File: src/rtl/alarm_timer.sv
// alarm_timer: mm:ss countdown / count-up timer with a settable preset and a
// timed alarm phase.
//
// The preset is edited in SET with single-second increments. A rising edge
// on run starts counting from the preset (down) or from 00:00 (up). Dropping
// run pauses the count, and a new rising edge resumes it. When the count
// reaches its terminal value, alarm stays high for ALARM_TICKS one-second
// ticks, after which the count is reloaded.
//
// Build option:
//   ALARM_TIMER_AUTORELOAD_EN
//     Defined:   if run is still high when the alarm ends, counting restarts
//                (periodic timer).
//     Undefined: the timer always returns to IDLE after the alarm.
//
// Parameters:
//   TICK_DIV     clk cycles per one-second tick (2..2^26)
//   MAX_MIN      highest minutes value (1..99)
//   ALARM_TICKS  ticks that alarm stays high (1..255)
//
// Ports:
//   clk       system clock, rising edge
//   reset     synchronous active-high reset
//   run       level input; a rising edge starts or resumes, low pauses
//   clear     one-cycle pulse; aborts the run and reloads the count
//   set_mode  level input; enables preset editing
//   inc       one-cycle pulse; adds one second to the preset while in SET
//   count_up  direction, sampled on IDLE->RUN (0 = down, 1 = up)
//   bin0..3   BCD digits: sec units, sec tens, min units, min tens
//   state_o   IDLE=0 SET=1 RUN=2 PAUSE=3 ALARM=4
//   alarm     high for the whole ALARM state

module alarm_timer #(
    parameter int TICK_DIV    = 50000000,
    parameter int MAX_MIN     = 59,
    parameter int ALARM_TICKS = 10
) (
    input  logic       clk,
    input  logic       reset,
    input  logic       run,
    input  logic       clear,
    input  logic       set_mode,
    input  logic       inc,
    input  logic       count_up,
    output logic [3:0] bin0,
    output logic [3:0] bin1,
    output logic [3:0] bin2,
    output logic [3:0] bin3,
    output logic [2:0] state_o,
    output logic       alarm
);

    typedef enum logic [2:0] {
        IDLE  = 3'd0,
        SET   = 3'd1,
        RUN   = 3'd2,
        PAUSE = 3'd3,
        ALARM = 3'd4
    } state_t;

    localparam int TW = $clog2(TICK_DIV);
    localparam logic [TW-1:0] TICK_LAST  = TW'(TICK_DIV - 1);
    localparam logic [7:0]    ALARM_LAST = 8'(ALARM_TICKS - 1);
    localparam logic [3:0]    MAX_M10    = 4'(MAX_MIN / 10);
    localparam logic [3:0]    MAX_M1     = 4'(MAX_MIN % 10);
    localparam logic [15:0]   MAX_TIME   = {MAX_M10, MAX_M1, 4'd5, 4'd9};

    // Times are packed as {min tens, min units, sec tens, sec units} BCD.
    // One second forward, wrapping MAX_MIN:59 to 00:00.
    function automatic logic [15:0] bcd_inc(input logic [15:0] t);
        logic [3:0] s1, s10, m1, m10;
        {m10, m1, s10, s1} = t;
        if (t == MAX_TIME) begin
            return 16'h0000;
        end
        if (s1 != 4'd9) begin
            s1 = s1 + 4'd1;
        end else begin
            s1 = 4'd0;
            if (s10 != 4'd5) begin
                s10 = s10 + 4'd1;
            end else begin
                s10 = 4'd0;
                if (m1 != 4'd9) begin
                    m1 = m1 + 4'd1;
                end else begin
                    m1  = 4'd0;
                    m10 = m10 + 4'd1;
                end
            end
        end
        return {m10, m1, s10, s1};
    endfunction

    // One second backward, wrapping 00:00 to MAX_MIN:59.
    function automatic logic [15:0] bcd_dec(input logic [15:0] t);
        logic [3:0] s1, s10, m1, m10;
        {m10, m1, s10, s1} = t;
        if (t == 16'h0000) begin
            return MAX_TIME;
        end
        if (s1 != 4'd0) begin
            s1 = s1 - 4'd1;
        end else begin
            s1 = 4'd9;
            if (s10 != 4'd0) begin
                s10 = s10 - 4'd1;
            end else begin
                s10 = 4'd5;
                if (m1 != 4'd0) begin
                    m1 = m1 - 4'd1;
                end else begin
                    m1  = 4'd9;
                    m10 = m10 - 4'd1;
                end
            end
        end
        return {m10, m1, s10, s1};
    endfunction

    state_t         state, state_n;
    logic [15:0]    preset, preset_n;
    logic [15:0]    count, count_n;
    logic [TW-1:0]  tick_cnt, tick_n;
    logic [7:0]     alarm_cnt, alarm_cnt_n;
    logic           dir, dir_n;
    logic           run_q;
    logic           run_armed;

    logic           run_rise;
    logic           tick;
    logic           counting;
    logic [15:0]    inc_preset;
    logic [15:0]    stepped_count;
    logic [15:0]    terminal;
    logic [15:0]    reload_latched;
    logic [15:0]    display;

    // run_armed suppresses a false start edge on the first cycle after
    // reset, while run_q is still catching up with a run held high.
    assign run_rise       = run_armed & run & ~run_q;
    assign counting       = (state == RUN) || (state == ALARM);
    assign tick           = counting && (tick_cnt == TICK_LAST);
    assign inc_preset     = bcd_inc(preset);
    assign stepped_count  = dir ? bcd_inc(count) : bcd_dec(count);
    assign terminal       = dir ? preset : 16'h0000;
    assign reload_latched = dir ? 16'h0000 : preset;

    // Register bank for the FSM and its datapath. Reset puts everything,
    // including the run edge detector and the latched direction, back to 0.
    always_ff @(posedge clk) begin
        if (reset) begin
            state     <= IDLE;
            preset    <= '0;
            count     <= '0;
            tick_cnt  <= '0;
            alarm_cnt <= '0;
            dir       <= 1'b0;
            run_q     <= 1'b0;
            run_armed <= 1'b0;
        end else begin
            state     <= state_n;
            preset    <= preset_n;
            count     <= count_n;
            tick_cnt  <= tick_n;
            alarm_cnt <= alarm_cnt_n;
            dir       <= dir_n;
            run_q     <= run;
            run_armed <= 1'b1;
        end
    end

    // Next-state and datapath logic. The tick divider free-runs in RUN and
    // ALARM, holds its value in PAUSE so that a resumed second is not
    // restarted, and sits at 0 in IDLE and SET. clear takes priority over
    // every other input. In RUN the tick is applied before a pause request
    // in the same cycle, so no second is lost.
    always_comb begin
        state_n     = state;
        preset_n    = preset;
        count_n     = count;
        tick_n      = tick_cnt;
        alarm_cnt_n = alarm_cnt;
        dir_n       = dir;

        if (counting) begin
            tick_n = tick ? '0 : tick_cnt + 1'b1;
        end else if (state != PAUSE) begin
            tick_n = '0;
        end

        if (clear) begin
            if (state == RUN || state == PAUSE || state == ALARM) begin
                state_n     = IDLE;
                count_n     = reload_latched;
                tick_n      = '0;
                alarm_cnt_n = '0;
            end else begin
                count_n = count_up ? 16'h0000 : preset;
            end
        end else begin
            case (state)
                IDLE: begin
                    if (set_mode) begin
                        state_n = SET;
                    end else if (run_rise && preset != 16'h0000) begin
                        state_n = RUN;
                        dir_n   = count_up;
                        count_n = count_up ? 16'h0000 : preset;
                        tick_n  = '0;
                    end
                end
                SET: begin
                    preset_n = inc ? inc_preset : preset;
                    if (!set_mode) begin
                        state_n = IDLE;
                        count_n = count_up ? 16'h0000 : preset_n;
                    end
                end
                RUN: begin
                    if (tick) begin
                        count_n = stepped_count;
                    end
                    if (tick && stepped_count == terminal) begin
                        state_n     = ALARM;
                        alarm_cnt_n = '0;
                    end else if (!run) begin
                        state_n = PAUSE;
                    end
                end
                PAUSE: begin
                    if (run_rise) begin
                        state_n = RUN;
                    end
                end
                ALARM: begin
                    if (tick) begin
                        if (alarm_cnt == ALARM_LAST) begin
                            count_n     = reload_latched;
                            alarm_cnt_n = '0;
                            tick_n      = '0;
`ifdef ALARM_TIMER_AUTORELOAD_EN
                            state_n = run ? RUN : IDLE;
`else
                            state_n = IDLE;
`endif
                        end else begin
                            alarm_cnt_n = alarm_cnt + 8'd1;
                        end
                    end
                end
                default: begin
                    state_n = IDLE;
                end
            endcase
        end
    end

    // The display shows the preset being edited in SET, otherwise the count.
    assign display = (state == SET) ? preset : count;
    assign bin0    = display[3:0];
    assign bin1    = display[7:4];
    assign bin2    = display[11:8];
    assign bin3    = display[15:12];
    assign state_o = state;
    assign alarm   = (state == ALARM);

endmodule

File: config.mk
export PLATFORM = sky130hd
export DESIGN_NAME = alarm_timer
export DESIGN_NICKNAME = d
export VERILOG_FILES = /design/src/rtl/alarm_timer.sv
export SDC_FILE = /design/constraint.sdc
export NUM_CORES = 1
export LEC_CHECK = 0
export BUFFER_PORTS_ARGS = -buffer_cell sky130_fd_sc_hd__buf_4
export CELL_PAD_IN_SITES_DETAIL_PLACEMENT = 1
export CELL_PAD_IN_SITES_GLOBAL_PLACEMENT = 2
export CORE_ASPECT_RATIO = 1.4
export CORE_MARGIN = 2
export CORE_UTILIZATION = 36
export CTS_CLUSTER_DIAMETER = 100
export CTS_CLUSTER_SIZE = 12
export DETAILED_ROUTE_END_ITERATION = 8
export GPL_ROUTABILITY_DRIVEN = 0
export GPL_TIMING_DRIVEN = 0
export PLACE_DENSITY = 0.82
export SYNTH_ARGS = -nofsm -noshare
export SYNTH_HDL_FRONTEND = slang
export SYNTH_SLANG_ARGS = --single-unit
File: constraint.sdc
create_clock -name clk -period 4.1 [get_ports clk]
set_input_delay 0.82 -clock clk [delete_from_list [all_inputs] [get_ports clk]]
set_output_delay 0.82 -clock clk [all_outputs]
set_load 0.02 [all_outputs]
# Yosys cells after proc, flatten, opt, wreduce, memory -nomap -nowiden
# Cells that the tools add are included.
op_classes:
  n_eq_ne: 27
  n_bitwise: 5
  muxes: 80
  n_addsub: 14
  reduce_logical: 19
op_table:
  columns: ["cell", "count"]
  rows:
  - ["$mux W16", 21]
  - ["$mux W26", 9]
  - ["$mux W4", 27]
  - ["$pmux W16 S4", 1]
  - ["$pmux W26 S2", 1]
  - ["$mux W8", 5]
  - ["$add A4 B1 Y4 const B", 8]
  - ["$eq A16 B15 Y1 const B", 2]
  - ["$mux W3", 10]
  - ["$add A26 B1 Y26 const B", 1]
  - ["$eq A26 B26 Y1 const B", 1]
  - ["$ne A4 B4 Y1 const B", 5]
  - ["$eq A16 B16 Y1", 1]
  - ["$logic_not A16 Y1", 1]
  - ["$pmux W8 S2", 1]
  - ["$reduce_bool A16 Y1", 1]
  - ["$sub A4 B1 Y4 const B", 4]
  - ["$ne A3 B3 Y1 const B", 5]
  - ["$pmux W3 S5", 1]
  - ["$reduce_and A7 Y1", 2]
  - ["$ne A3 B2 Y1 const B", 4]
  - ["$ne A4 B3 Y1 const B", 3]
  - ["$reduce_bool A4 Y1", 3]
  - ["$add A8 B1 Y8 const B", 1]
  - ["15 further kinds", 27]
word_totals:
  wordCells: 153
  regBits: 72
  output_inout_bits: 20

# Longest topological paths before layout
logic_depth:
  word_depth: 11
  depth_mapped: 14
  ltp_nobuf: 11

# Least setup slack after synthesis
# No wires, ideal clock.
synth_path:
  path_type: "reg-to-reg"
  startpoint: "register count[0]"
  endpoint: "register alarm_cnt[0]"
  period_less_slack_ps: 2989
  path_buffers: 1
  arrival_time_ps: 2866
  stages_incl_launch_ff: 12
  setup_slack_ps: 1111
  required_time_ps: 3977
  cell_sequence: "dfxtp_1 > ha_1 > nand3b_1 > buf_2 > or4_1 > o21ai_1 > xor2_1 > o32a_1 > a211oi_2 > nand4b_4 > a31oi_4 > mux2_1"
synth_between:
  elab_chain_len: 8
  word_cells_on_any_way: 23
  classes_between: "add/sub (2); eq/ne (4); mux (13); reduce/logical (4)"
synth_rtl:
  columns: ["element", "line_no", "rtl"]
  rows:
  - ["start: declaration", "123", "logic [15:0] count, count_n;"]
  - ["start signal: assignment", "164", "count <= count_n;"]
  - ["$sub A4 B1 Y4 (tied with other cells)", "103", "s1 = s1 - 4'd1;"]
  - ["$mux W4 (tied with other cells)", "102", "if (s1 != 4'd0) begin"]
  - ["$mux W16 (on tied branches)", "102, 76", null]
  - ["$mux W16 *", "145", "assign stepped_count = dir ? bcd_inc(count) : bcd_dec(count);"]
  - ["$eq A16 B16 Y1 *", "224", "if (tick && stepped_count == terminal) begin"]
  - ["$logic_and A1 B1 Y1 *", "224", null]
  - ["$ne A3 B2 Y1 (no source line) *", null, null]
  - ["$reduce_and A4 Y1 (no source line) *", null, null]
  - ["end signal: assignment", "166", "alarm_cnt <= alarm_cnt_n;"]
  - ["end: declaration", "125", "logic [7:0] alarm_cnt, alarm_cnt_n;"]
# Every way passes the cells marked *; elsewhere a longest branch is shown, timed or not.
# A chain may end at the register's enable or synchronous reset.

# Worst setup path in the final report
layout_path:
  startpoint: "register state[0] (netlist: state_o[0])"
  endpoint: "output bin3[3]"
layout_between:
  elab_chain_len: 2
layout_rtl:
  columns: ["element", "line_no", "rtl"]
  rows:
  - ["start: declaration", "121", "state_t state, state_n;"]
  - ["start signal: assignment", "162", "state <= state_n;"]
  - ["$eq A3 B1 Y1", "260", "assign display = (state == SET) ? preset : count;"]
  - ["$mux W16", "260", null]
  - ["end: declaration", "48", "output logic [3:0] bin3,"]
# No other way between the ends.

==> results.md <==
* Top_reg_cell synth: dfxtp_1
* Initial antenna violation count at 0
* Synth Area in Simple Gates at 30.2%
* Critical path startpoint: state_o[0]
* Hold Fails Final Rpt at 0
* Worst endpoint required time at approximately 3.3 ns
* Final core utilization at approximately two fifths
* Fraction of layout cells with a size suffix above 1 at 9.24%
* Routed Antenna Nets at 0
* Worst VDD drop at 0.000200 V
* Relative slew margins at 45.6%
* RSZ-0062 raised after global routing: false
* Period utilisation layout at between 90% and 100%
* Share of synthesized area spent on multiplexers at approximately 3.1%
* FF/Latch Area at 1440 um^2
* Detailed placement HPWL at between 15 and 20 mm
* Via count at 7014
* Die ar. at 18200 um^2
* Multi-input gate area at 4330 um^2
* Achievable Freq at 256 MHz
* Post-synthesis xor/xnor area fraction at 2.28%
* Drt wl/cell at between 20 and 25 um
* Pwr Density at 288 nW/um^2
* Post-Syn Area at about 6200 um^2
* First drt pass iteration count at 5
* First-pass GRT wire length at 39.5 mm
* Share of synthesized cell area in full adder, half adder and majority cells at 5.49%
* Final setup fails at 0
* WP data arrival at just over 3 ns
* Vias per cell at 6.31
* Port bufs at 24
* Fill cells at 2161
* Die Ht at 159 um
* Final WL at 24.9 mm
* Seq/Total Area, Yosys at between 20% and 30%
* Total track usage at 27.5%
* Final setup TNS at 0 ns
* Final net count at 938
* Leak Pwr at 0.00238 uW
* I/O pin count at 27
* WS Path Type: register to output pin
* Least-Margin Pin Slew at between 0.8 and 0.9 ns
* Fin Clk Skew at a little under 0.008 ns
* Synth async-reset ratio at 0%
* FF-to-FF End: alarm_cnt[0]
* DRT iter0 DRCs at 398
* Worst Hold Class: register to register
* Synth Area per Inst at a little over 7 um^2
* Yosys warnings at 0
* Synth Instances at 869
* Status: completed
* Synth Area in Compound Gates at about 29%
* Critical path peak fanout at 10
* # hold bufs at CTS at 0
* CTS sink cnt at 72
* Net Count, Synth at ~900
* Worst-Skew Late Latency at ~0.36 ns
* Seq cells post-synth at 72
* Critical R2R Launch: count[4]
* EDFF count, synth at 0
* Hold_ws at 0.487 ns
* Initial Utilization at 36.8%
* CP Capture Type: output pin
* Remaining Overflow, GRT at 0
* Hold Path Origin: tick_cnt[15]
* Startpoint types: register
* Crit path time final at 3.90 ns
* FF-to-FF path depth at 12
* FP Rows at 56
* Clock-pin slew on the worst setup and hold paths at roughly 0.060 ns
* R2R Setup Slk at between 0.3 and 0.4 ns
* Hold path depth at 1
* CTS max path bufs at 2
* Final Max Tran Viols at 0
* Largest net degree at the start of global routing at 14
* Diodes inserted at 0
* CTS root buffer: clkbuf_16
* DR DRC count at 0
* Yosys cell types at 84
* Number of global-route vias before repair at approximately 7500
* Htree depth at 3
* Die width at 115 um
* Core ar. at 16700 um^2
* Maximum Capacitance Violations at 0
* TritonCTS clock tree: yes
* Main combinational cell family by area after synthesis: simple AND/OR/NAND/NOR gates
* CTS Buf Count at 9
* Layout area overhead at 11.5%
* Worst hold endpoint: tick_cnt[15]
==> cells in the mapped netlist (5+ instances only) <==
cell,count,share of area [%]
nor2b_1,9,0.91
or3_1,5,0.51
o31ai_1,6,0.73
nor4_1,8,0.81
a31o_2,5,0.71
a21oi_1,62,5.0
ha_1,27,5.5
and3_1,9,0.91
a311oi_1,13,1.8
o211ai_1,7,0.85
mux2_2,7,1.3
nor3_1,24,2.0
o21a_1,5,0.61
or4_1,6,0.73
a31oi_1,19,1.9
a211oi_1,8,0.98
a22oi_1,8,0.98
nand3_1,33,2.7
buf_2,8,0.65
inv_1,29,1.8
mux2i_1,9,1.5
nand2b_1,12,1.2
nand3b_1,6,0.73
clkbuf_1,47,2.9
dfxtp_1,72,23
nor4b_1,6,0.85
nand4_1,14,1.4
and2_1,6,0.61
nor2_1,106,6.5
nand2_1,98,6.0
o21ai_0,82,6.7
xnor2_1,12,1.7
==> state kept, by name, indices dropped and copies added (netlist names) <==
| signal | count |
|---|---|
| alarm_cnt | 8 |
| count | 16 |
| dir | 1 |
| state_o | 3 |
| run_q | 1 |
| run_armed | 1 |
| tick_cnt | 26 |
| preset | 16 |
==> through the flow <==
step	total power [uW]	instances	area, um^2	setup slack (ns)
final	1980	1112	6860	0.196
after global placement	1190	1096	6590	0.311
after CTS	1970	1112	6860	0.147
after floorplan	1060	869	6150	1.11
after detailed placement	1210	1096	6590	0.306
after global routing	2050	1112	6860	0.0133
==> layer usage <==
layer / vias to the layer above / GRT usage [%] / part of all wire (%)
met5: - / 0 / 0
met4: 0 / 17.0 / 6.2
met3: 98 / 3.63 / 3.1
met2: 199 / 49.2 / 52
met1: 3460 / 30.0 / 39
li1: 3257 / - / -
==> layout make-up <==
type,count,area share (%)
Timing Repair Buffer,24,2.63
Sequential cell,72,21.0
Multi-Input combinational cell,703,63.1
Tap cell,203,3.70
Clock buffer,9,3.28
Inverter,32,1.75
Clock inverter,7,0.693
Buffer,62,3.88
==> layout by cell type (no fill, tap or decap), drive strengths merged, types with 7 or more instances in the layout <==
cell type	Yosys	routed
and2	7	7
inv	29	30
and3	9	9
o211ai	7	7
mux2	9	9
clkbuf	47	56
a22oi	8	8
o21ai	85	85
buf	15	39
nand4	14	14
a21oi	62	62
a211oi	9	9
dfxtp	72	72
nand3	34	34
nor4	8	8
clkinv	3	7
ha	27	27
nand2	98	98
nand3b	7	7
nor3	25	25
a311oi	13	13
nor2b	9	9
a31oi	20	20
nand2b	12	12
nor2	106	106
xnor2	12	12
mux2i	9	9
==> how the worst max path moves through the flow <==
| stage | to | slack (ns) |
|---|---|---|
| 2_1_floorplan | alarm_cnt[0] | 1.11 |
| 3_3_place_gp | bin3[3] | 0.31 |
| 3_5_place_dp | alarm_cnt[1] | 0.31 |
| 4_1_cts | bin3[3] | 0.15 |
| 5_1_grt | bin3[3] | 0.01 |
| 6_report | bin3[3] | 0.20 |
==> worst max-delay path, stage by stage, from the launching register on <==
cell and delay (ns):
dfxtp_1 0.40, clkbuf_1 0.38, nor3b_1 0.61, clkbuf_2 0.44, clkbuf_1 0.47, o21ai_0 0.23, buf_4 0.21
==> report_power, final <==
group	internal (uW)	switching (uW)	total [uW]
clock network	410	361	771
registers	715	27.1	743
logic	164	298	463
total	1290	686	1980
==> kinds of logic (layout without fill, tap and decap cells) <==
kind of cell / Yosys count / count (layout)
adders and majority gates: 27 / 27
DFF: 72 / 72
xor gates and xnor gates: 16 / 16
AOI/OAI and AO/OA: 273 / 273
buffers and inverters: 94 / 134
muxes: 18 / 18
and+or+nand+nor: 369 / 369
==> repair_timing <==
item                                   in CTS  in global routing
gates resized for setup                     1                  1
pin swaps                                   0                  0
setup endpoints to repair                   6                  5
setup buffers                               0                  0
endpoints found under the hold margin       0                  0
(Power assumes the default switching activity.)
